$ cat src/rtl/serial_frame_defs.sv
// Shared definitions for the serial frame transmitter and its matching receiver:
// state encoding, line levels and a counter-width helper.
package serial_frame_defs;

  typedef enum logic [2:0] {
    ST_IDLE   = 3'd0,
    ST_START  = 3'd1,
    ST_DATA   = 3'd2,
    ST_PARITY = 3'd3,
    ST_STOP   = 3'd4
  } state_e;

  localparam logic LINE_IDLE = 1'b1;
  localparam logic START_LVL = 1'b0;
  localparam logic STOP_LVL  = 1'b1;

  // Counter width for a count of n, never below one bit
  function automatic int cnt_width(input int n);
    return (n > 1) ? $clog2(n) : 1;
  endfunction

endpackage

$ cat src/rtl/bit_timer.sv
// Bit-period timer: counts clk cycles within one serial bit and flags the last one.
module bit_timer
  import serial_frame_defs::*;
#(
  parameter int BIT_CYCLES = 4
) (
  input  logic clk,
  input  logic rst,
  input  logic clear,
  output logic bit_end
);

  localparam int CW = cnt_width(BIT_CYCLES);
  localparam logic [CW-1:0] LAST = CW'(BIT_CYCLES - 1);

  logic [CW-1:0] cnt_q;
  logic [CW-1:0] cnt_d;

  assign bit_end = (cnt_q == LAST);

  always_comb begin
    cnt_d = cnt_q;
    if (clear || bit_end) begin
      cnt_d = '0;
    end else begin
      cnt_d = cnt_q + CW'(1);
    end
  end

  always_ff @(posedge clk or negedge rst) begin
    if (!rst) begin
      cnt_q <= '0;
    end else begin
      cnt_q <= cnt_d;
    end
  end

endmodule

$ cat src/rtl/serial_frame_tx.sv
// Serial frame transmitter: start bit, LSB-first data, optional parity, stop bit.
// The line is registered and idles high; done pulses in the first idle cycle.
module serial_frame_tx
  import serial_frame_defs::*;
#(
  parameter int DATA_W     = 8,
  parameter int BIT_CYCLES = 4,
  parameter int PARITY_EN  = 1,
  parameter int PARITY_ODD = 0
) (
  input  logic              clk,
  input  logic              rst,
  input  logic [DATA_W-1:0] tx_data,
  input  logic              tx_valid,
  output logic              tx_ready,
  output logic              x,
  output logic              busy,
  output logic              done
);

  localparam int BW = cnt_width(DATA_W);
  localparam logic [BW-1:0] LAST_BIT = BW'(DATA_W - 1);

  state_e            state_q, state_d;
  logic              x_q, x_d;
  logic              done_q, done_d;
  logic              parity_q, parity_d;
  logic [DATA_W-1:0] shift_q, shift_d;
  logic [BW-1:0]     bit_cnt_q, bit_cnt_d;
  logic              bit_end;
  logic              timer_clear;

  // Holding the timer cleared while idle makes every frame start from count 0
  assign timer_clear = (state_q == ST_IDLE) || (state_d != state_q);

  bit_timer #(
    .BIT_CYCLES(BIT_CYCLES)
  ) u_bit_timer (
    .clk    (clk),
    .rst    (rst),
    .clear  (timer_clear),
    .bit_end(bit_end)
  );

  assign busy     = (state_q != ST_IDLE);
  assign tx_ready = ~busy;
  assign x        = x_q;
  assign done     = done_q;

  always_comb begin
    state_d   = state_q;
    x_d       = x_q;
    done_d    = 1'b0;
    shift_d   = shift_q;
    parity_d  = parity_q;
    bit_cnt_d = bit_cnt_q;
    case (state_q)
      ST_IDLE: begin
        x_d       = LINE_IDLE;
        bit_cnt_d = '0;
        if (tx_valid) begin
          shift_d  = tx_data;
          parity_d = (^tx_data) ^ (PARITY_ODD != 0);
          state_d  = ST_START;
          x_d      = START_LVL;
        end
      end
      ST_START: begin
        if (bit_end) begin
          state_d   = ST_DATA;
          x_d       = shift_q[0];
          bit_cnt_d = '0;
        end
      end
      ST_DATA: begin
        if (bit_end) begin
          shift_d = shift_q >> 1;
          if (bit_cnt_q == LAST_BIT) begin
            bit_cnt_d = '0;
            if (PARITY_EN != 0) begin
              state_d = ST_PARITY;
              x_d     = parity_q;
            end else begin
              state_d = ST_STOP;
              x_d     = STOP_LVL;
            end
          end else begin
            bit_cnt_d = bit_cnt_q + BW'(1);
            x_d       = shift_q[1];
          end
        end
      end
      ST_PARITY: begin
        if (bit_end) begin
          state_d = ST_STOP;
          x_d     = STOP_LVL;
        end
      end
      ST_STOP: begin
        if (bit_end) begin
          state_d = ST_IDLE;
          x_d     = LINE_IDLE;
          done_d  = 1'b1;
        end
      end
      default: begin
        state_d = ST_IDLE;
        x_d     = LINE_IDLE;
      end
    endcase
  end

  always_ff @(posedge clk or negedge rst) begin
    if (!rst) begin
      state_q   <= ST_IDLE;
      x_q       <= LINE_IDLE;
      done_q    <= 1'b0;
      parity_q  <= 1'b0;
      shift_q   <= '0;
      bit_cnt_q <= '0;
    end else begin
      state_q   <= state_d;
      x_q       <= x_d;
      done_q    <= done_d;
      parity_q  <= parity_d;
      shift_q   <= shift_d;
      bit_cnt_q <= bit_cnt_d;
    end
  end

endmodule

$ cat config.mk
export PLATFORM = sky130hd
export DESIGN_NAME = serial_frame_tx
export DESIGN_NICKNAME = d
export VERILOG_FILES = /design/src/rtl/serial_frame_defs.sv /design/src/rtl/bit_timer.sv /design/src/rtl/serial_frame_tx.sv
export SDC_FILE = /design/constraint.sdc
export NUM_CORES = 1
export LEC_CHECK = 0
export BUFFER_PORTS_ARGS = -buffer_cell sky130_fd_sc_hd__buf_2
export CORE_UTILIZATION = 54
export CTS_CLUSTER_SIZE = 14
export DETAILED_ROUTE_END_ITERATION = 12
export GPL_ROUTABILITY_DRIVEN = 0
export GPL_TIMING_DRIVEN = 0
export PLACE_DENSITY = 0.76
export SLEW_MARGIN = 20
export SYNTH_ARGS = -nofsm -noshare
export SYNTH_HDL_FRONTEND = slang
export SYNTH_SLANG_ARGS = --single-unit
$ cat constraint.sdc
create_clock -name clk -period 3.05 [get_ports clk]
set_input_delay 0.1525 -clock clk [delete_from_list [all_inputs] [get_ports clk]]
set_output_delay 0.1525 -clock clk [all_outputs]
set_load 0.02 [all_outputs]
==> run metrics, run 1 <==
status completed; row cnt 15; FFs w/ async S/R, synth 1.00; die width ~45 um; area added between synthesis and finish 13.6%; Min-Delay Path Class in -> reg; WP data required about 3300 ps; largest net degree at the start of global routing 20; DRC Markers 0; core area ~1700 um2; via density per instance 5.26; area leader, netlist dfrtp_1; Worst-Margin Slew between 400 and 500 ps; DIE AREA a little over 2000 um2; cells resized by post-CTS repair 0; startpoint types flop; layout cells sized above 1 0.237; fin crit share 0.537; final WL approximately 1800 um; Setup CP Type reg -> reg; PD cells between 800 and 900 nW/um2; starting density of the core 0.580; DRT antenna net count 0; clk slew on worst S/H paths roughly 100 ps; worst vdd rail ir drop between 400 and 500 uV; vias in the first global route between 700 and 800; Syn. warnings 0; CP Max Fanout 10; DRC violation total after the first TritonRoute iteration 14; CTS tree built; Setup crit end kind flop; setup TNS 0 ps; Yosys reg bits 19; first-pass detailed-route iteration total 4; grt total ovfl 0; fin. max-slew vios 0; # IOs 15; EDFF count, synth 0; Port Buffers 14; cell area after synthesis 1010 um2; Yosys top cell area share 0.445; Antenna Cells 0; setup slack at placement between 1000 and 1500 ps; Final Setup Violations 0; cts bufs inserted 3; DP HPWL ~1300 um; Hold Fails Final Rpt 0; Pleak 0.532 nW; post-synth cell types 27; Via Count 752; Tmin final 1640 ps; syn_nets around 110; CTS root buffer clkbuf_4; Max Freq around 0.6 GHz; Mean Syn Cell Area a little over 10 um2; GRT Util Overall 0.199; initial antenna violation count 0; CTS sink count 19; RSZ-0062 raised after global routing false; ys flop type dfrtp_1; Die Ht approximately 45 um; Max Cap Violations 0; post-synthesis instance total 99; top cells by area, synth dfrtp_1 (44%), mux2i_1 (6.9%), xnor2_1 (6.9%), nand2_1 (4.1%), ha_1 (3.7%); Post-synth top cells dfrtp_1 (18), nand2_1 (11), nor2_1 (9); Relative slew margins 0.681; Worst Clk Skew about 1.7 ps; fin nets 133; Seq/Total Area, Yosys 0.471; utilization after layout 0.659; setup bufs post-CTS 0; first-pass GRT wire length around 2900 um; WHS approximately 160 ps; Setup WS post-layout 1410 ps; Post-CTS Hold Buffers 1; critical path arrival 1860 ps; worst-skew pair later-pin latency between 200 and 300 ps; most common cell in the netlist dfrtp_1; H-tree depth 1; Clock Tree Buf Depth 2; WL per Instance between 10 and 15 um
metal layers:
| layer | track usage | part of all wire |
|---|---|---|
| met1 | 0.253 | 0.48 |
| met2 | 0.345 | 0.50 |
| met3 | 0.0360 | 0.020 |
| met4 | 0.0545 | 0 |
| met5 | 0 | 0 |
critical path, cell delays in order (launching register included):
cell     delay [ps]
dfrtp_1         400
ha_1            300
and2_1          230
o21ai_2         280
buf_4           220
nand2_1          70
o21ai_1          70
cells in the final DEF (no fill, tap or decap), drive strengths merged:
cell type | netlist | layout
and2 | 2 | 2
nor3 | 1 | 1
and2b | 1 | 1
ha | 3 | 3
mux2 | 1 | 1
o21ai | 14 | 14
nor2 | 9 | 9
a211oi | 2 | 2
dlygate4sd3 | 0 | 1
buf | 4 | 18
and3 | 1 | 1
nor2b | 1 | 1
or3 | 1 | 1
xnor2 | 8 | 8
inv | 3 | 3
a31oi | 3 | 3
a21oi | 3 | 3
nand2 | 11 | 11
mux2i | 7 | 7
clkbuf | 0 | 4
nand3b | 2 | 2
dfstp | 1 | 1
a22o | 3 | 3
dfrtp | 18 | 18
per-stage QoR:
step	cell area (um2)	cells	power [W]
2_1_floorplan	1010	99	0.000778
3_3_place_gp	1110	138	0.000865
3_5_place_dp	1110	138	0.000893
4_1_cts	1150	143	0.00102
5_1_grt	1150	143	0.00109
6_report	1150	143	0.00101
report_power, final:
| part | leakage [nW] | switching, W | internal (W) |
|---|---|---|---|
| sequential | 0.238 | 0.0000552 | 0.000356 |
| combinational | 0.279 | 0.000275 | 0.000197 |
| clock | 0.0150 | 0.0000728 | 0.0000508 |
registers in the layout, indices dropped and copies added, names as in the netlist:
name and flops:
shift_q 8, bit_cnt_q 3, state_q 3, u_bit_timer.cnt_q 2
done 1, parity_q 1, x 1
area by class of cell:
cell class	count	area [um2]
tap	25	31.3
inverter	3	13.8
buffer	4	31.3
multi-input combinational	73	490
clock buffer	4	26.3
fill	154	596
sequential	19	477
timing repair buffer	15	80.1
worst paths after layout:
path	start	endpoint	slack, ps	cells after the start
max	u_bit_timer.cnt_q[0]$_DFF_PN0_	shift_q[5]$_DFFE_PN0P_	1410	6
min	tx_data[1]	shift_q[1]$_DFFE_PN0P_	160	3
max reg2reg	u_bit_timer.cnt_q[0]$_DFF_PN0_	shift_q[5]$_DFFE_PN0P_	1410	6
min reg2reg	u_bit_timer.cnt_q[0]$_DFF_PN0_	u_bit_timer.cnt_q[0]$_DFF_PN0_	460	1
max in group asynchronous	rst	x$_DFFE_PN1P_	2410	2
min in group asynchronous	rst	state_q[2]$_DFF_PN0_	320	2
cells by family after synthesis:
group / synth area share
simple gates: 0.143
xor+xnor: 0.0692
compound gates: 0.155
mux: 0.0803
fa+ha+maj: 0.0371
buf+inv: 0.0445
flops: 0.471
Note: power is estimated with default switching activity, not from simulation.
==> inputs of run 2 (changes only) <==
--- a/config.mk
+++ b/config.mk
@@ -6,12 +6,12 @@
 export NUM_CORES = 1
 export LEC_CHECK = 0
 export BUFFER_PORTS_ARGS = -buffer_cell sky130_fd_sc_hd__buf_2
-export CORE_UTILIZATION = 54
+export CORE_UTILIZATION = 49
 export CTS_CLUSTER_SIZE = 14
 export DETAILED_ROUTE_END_ITERATION = 12
 export GPL_ROUTABILITY_DRIVEN = 0
 export GPL_TIMING_DRIVEN = 0
-export PLACE_DENSITY = 0.76
+export PLACE_DENSITY = 0.73
 export SLEW_MARGIN = 20
 export SYNTH_ARGS = -nofsm -noshare
 export SYNTH_HDL_FRONTEND = slang
==> constraint.sdc (replaced) <==
create_clock -name clk -period 1.5 [get_ports clk]
set_input_delay 0.075 -clock clk [delete_from_list [all_inputs] [get_ports clk]]
set_output_delay 0.075 -clock clk [all_outputs]
set_load 0.02 [all_outputs]
==> run metrics, run 2 (synthesis gave the netlist of run 1 again) <==
row cnt 16 (was 15); initial antenna violation count 0 (unchanged); DRC violation total after the first TritonRoute iteration 5 (was 14); Seq pwr share 0.386 (was 0.408); Worst Clk Skew 1.95 ps (was 1.65 ps); Clock power frac 0.113 (was 0.123); H-tree depth 1 (unchanged); worst-skew pair later-pin latency 290 ps (about the same); area added between synthesis and finish 20.6% (was 13.6%); Pint 0.00133 W (was 0.000603 W); Hold Fails Final Rpt 0 (unchanged); Relative slew margins 0.717 (was 0.681); Top reg by flops shift_q (unchanged); Die Ht 47.5 um (was 45.3 um); Clock Tree Buf Depth 2 (unchanged); largest net degree at the start of global routing 20 (unchanged); Min-Delay Path Class in -> reg (unchanged); Critical Path Most Common Cell ha_1; WHS 87.5 ps (was 161 ps); GRT met1 Usage 0.236 (was 0.253); Worst-Margin Slew 425 ps (was 477 ps); RSZ-0062 raised after global routing false (unchanged); biggest regs shift_q: 8 flops, bit_cnt_q: 3 flops, state_q: 3 flops (unchanged); Antenna Cells 0 (unchanged); fin crit share 0.954 (was 0.537); via density per instance 5.26 (about the same); clk slew on worst S/H paths 100 ps (about the same); core area 1940 um2 (was 1750 um2); CP Max Fanout 3 (was 10); # fillers 179 (was 154); sw power 0.000866 W (was 0.000403 W); footprint of the multi-input gates 519 um2 (was 490 um2); layer carrying the most global-route usage met2 (unchanged); Pleak 0.555 nW (was 0.532 nW); grt total ovfl 0 (unchanged); PD cells 1800 nW/um2 (was 875 nW/um2); WP data required 1720 ps (was 3270 ps); Tmin final 1430 ps (was 1640 ps); Setup crit end kind flop (unchanged); die width 47.5 um (was 45.3 um); WL per Instance 12.6 um (was 12.4 um); slowest CP cell dfrtp_1 (unchanged); DIE AREA 2250 um2 (was 2050 um2); # IOs 15 (unchanged); CTS root buffer clkbuf_4 (unchanged); fin. max-slew vios 0 (unchanged); vias in the first global route 656 (was 701); first-pass GRT wire length 2750 um (was 2950 um); Final Setup Violations 0 (unchanged); starting density of the core 0.521 (was 0.580); FF+latch area 477 um2 (unchanged); CP top delay family adder cells (was flip-flops); Power, Total 0.00219 W (was 0.00101 W); switch share 0.395 (was 0.400); Max Freq 0.699 GHz (was 0.610 GHz); DRC Markers 0 (unchanged); logic gate share of total power 0.501 (was 0.469); critical-path cell list ha_1, ha_1, mux2_2, a21oi_1, a31oi_1 (was ha_1, and2_1, o21ai_2, buf_4, nand2_1, o21ai_1); Port Buffers 14 (unchanged); critical path arrival 1650 ps (was 1860 ps); startpoint types flop (unchanged); GRT Util Overall 0.179 (was 0.199); Max Cap Violations 0 (unchanged); most frequent cells in the layout dfrtp_1 (18), buf_2 (14), nand2_1 (11) (was dfrtp_1 (18), buf_2 (15), nand2_1 (11)); met3 Use GR 0.0340 (was 0.0360); cts bufs inserted 3 (unchanged); status completed (unchanged); final WL 1880 um (was 1770 um); DP HPWL 1340 um (about the same); fin nets 137 (was 133); met2 usage 0.290 (was 0.345); CTS tree built (unchanged); crit-path max cell delay 410 ps (was 400 ps); Via Count 784 (was 752); layout cells sized above 1 0.303 (was 0.237); DRT antenna net count 0 (unchanged); Setup CP Type reg -> reg (unchanged); Crit path buffers/inverters 0 (was 1); worst vdd rail ir drop 786 uV (was 456 uV); commonest non-fill, non-tap cell in the layout dfrtp_1 (unchanged); first-pass detailed-route iteration total 4 (unchanged); max reg flops 8 (unchanged); CTS sink count 19 (unchanged)
## run 2: cell types whose count changed in the layout (fill, tap and decap cells not counted), sizes merged
cell  previous run  this run
buf             18        22
## run 2: tightest hold or removal path, delay by kind of cell
kind                   cells  cell delay (ps)
multiplexers               1               60
buffers and inverters      1              100
AO/OA/AOI/OAI              1              110
## run 2: per-layer routing
metal	wire length, um	vias up	part of all wire
met5	0	-	0
met4	16	0	0.0085
met3	49	2	0.026
met2	911	12	0.48
met1	902	378	0.48
li1	-	392	-
## run 2: cell type report
class	count	share of cell area
Multi-Input combinational cell	73	0.425
Sequential cell	19	0.390
Timing Repair Buffer	19	0.0953
Buffer	4	0.0287
Tap cell	27	0.0277
Clock buffer	4	0.0215
Inverter	3	0.0113
## run 2: power by group through the flow
stage / registers, W / clock network, W / logic (W)
after global routing: 0.000867 / 0.000287 / 0.00121
after global placement: 0.000831 / 0 / 0.000930
after floorplan: 0.000831 / 0 / 0.000750
after detailed placement: 0.000840 / 0 / 0.000966
after CTS: 0.000832 / 0.000258 / 0.00100
final: 0.000846 / 0.000248 / 0.00110
## run 2: timing repair
item,in CTS,in global routing
gates resized for setup,4,6
hold endpoints to repair,18,0
buffers inserted,0,4
pin swaps,0,2
hold buffers,1,0
endpoints found under the setup margin,7,9
## run 2: per-stage QoR
step           setup slack [ps]  TNS [ps]  utilization  instances  cell area (um2)
6_report                   69.6         0        0.629        149             1220
3_5_place_dp              -96.7      -517        0.575        140             1120
2_1_floorplan               111         0            -         99             1010
4_1_cts                    5.53         0        0.602        145             1170
5_1_grt                    2.37         0        0.629        149             1220
3_3_place_gp              -71.5      -457        0.575        140             1120
## run 2: final timing paths
check	from	end	slack [ps]	cells after the start
setup / recovery	bit_cnt_q[0]$_DFFE_PN0P_	x$_DFFE_PN1P_	70	5
hold reg to reg	shift_q[0]$_DFFE_PN0P_	shift_q[0]$_DFFE_PN0P_	490	2
max in group asynchronous	rst	x$_DFFE_PN1P_	930	2
min in group asynchronous	rst	shift_q[1]$_DFFE_PN0P_	240	2
hold / removal	tx_data[2]	shift_q[2]$_DFFE_PN0P_	90	3
setup reg to reg	bit_cnt_q[0]$_DFFE_PN0P_	x$_DFFE_PN1P_	70	5
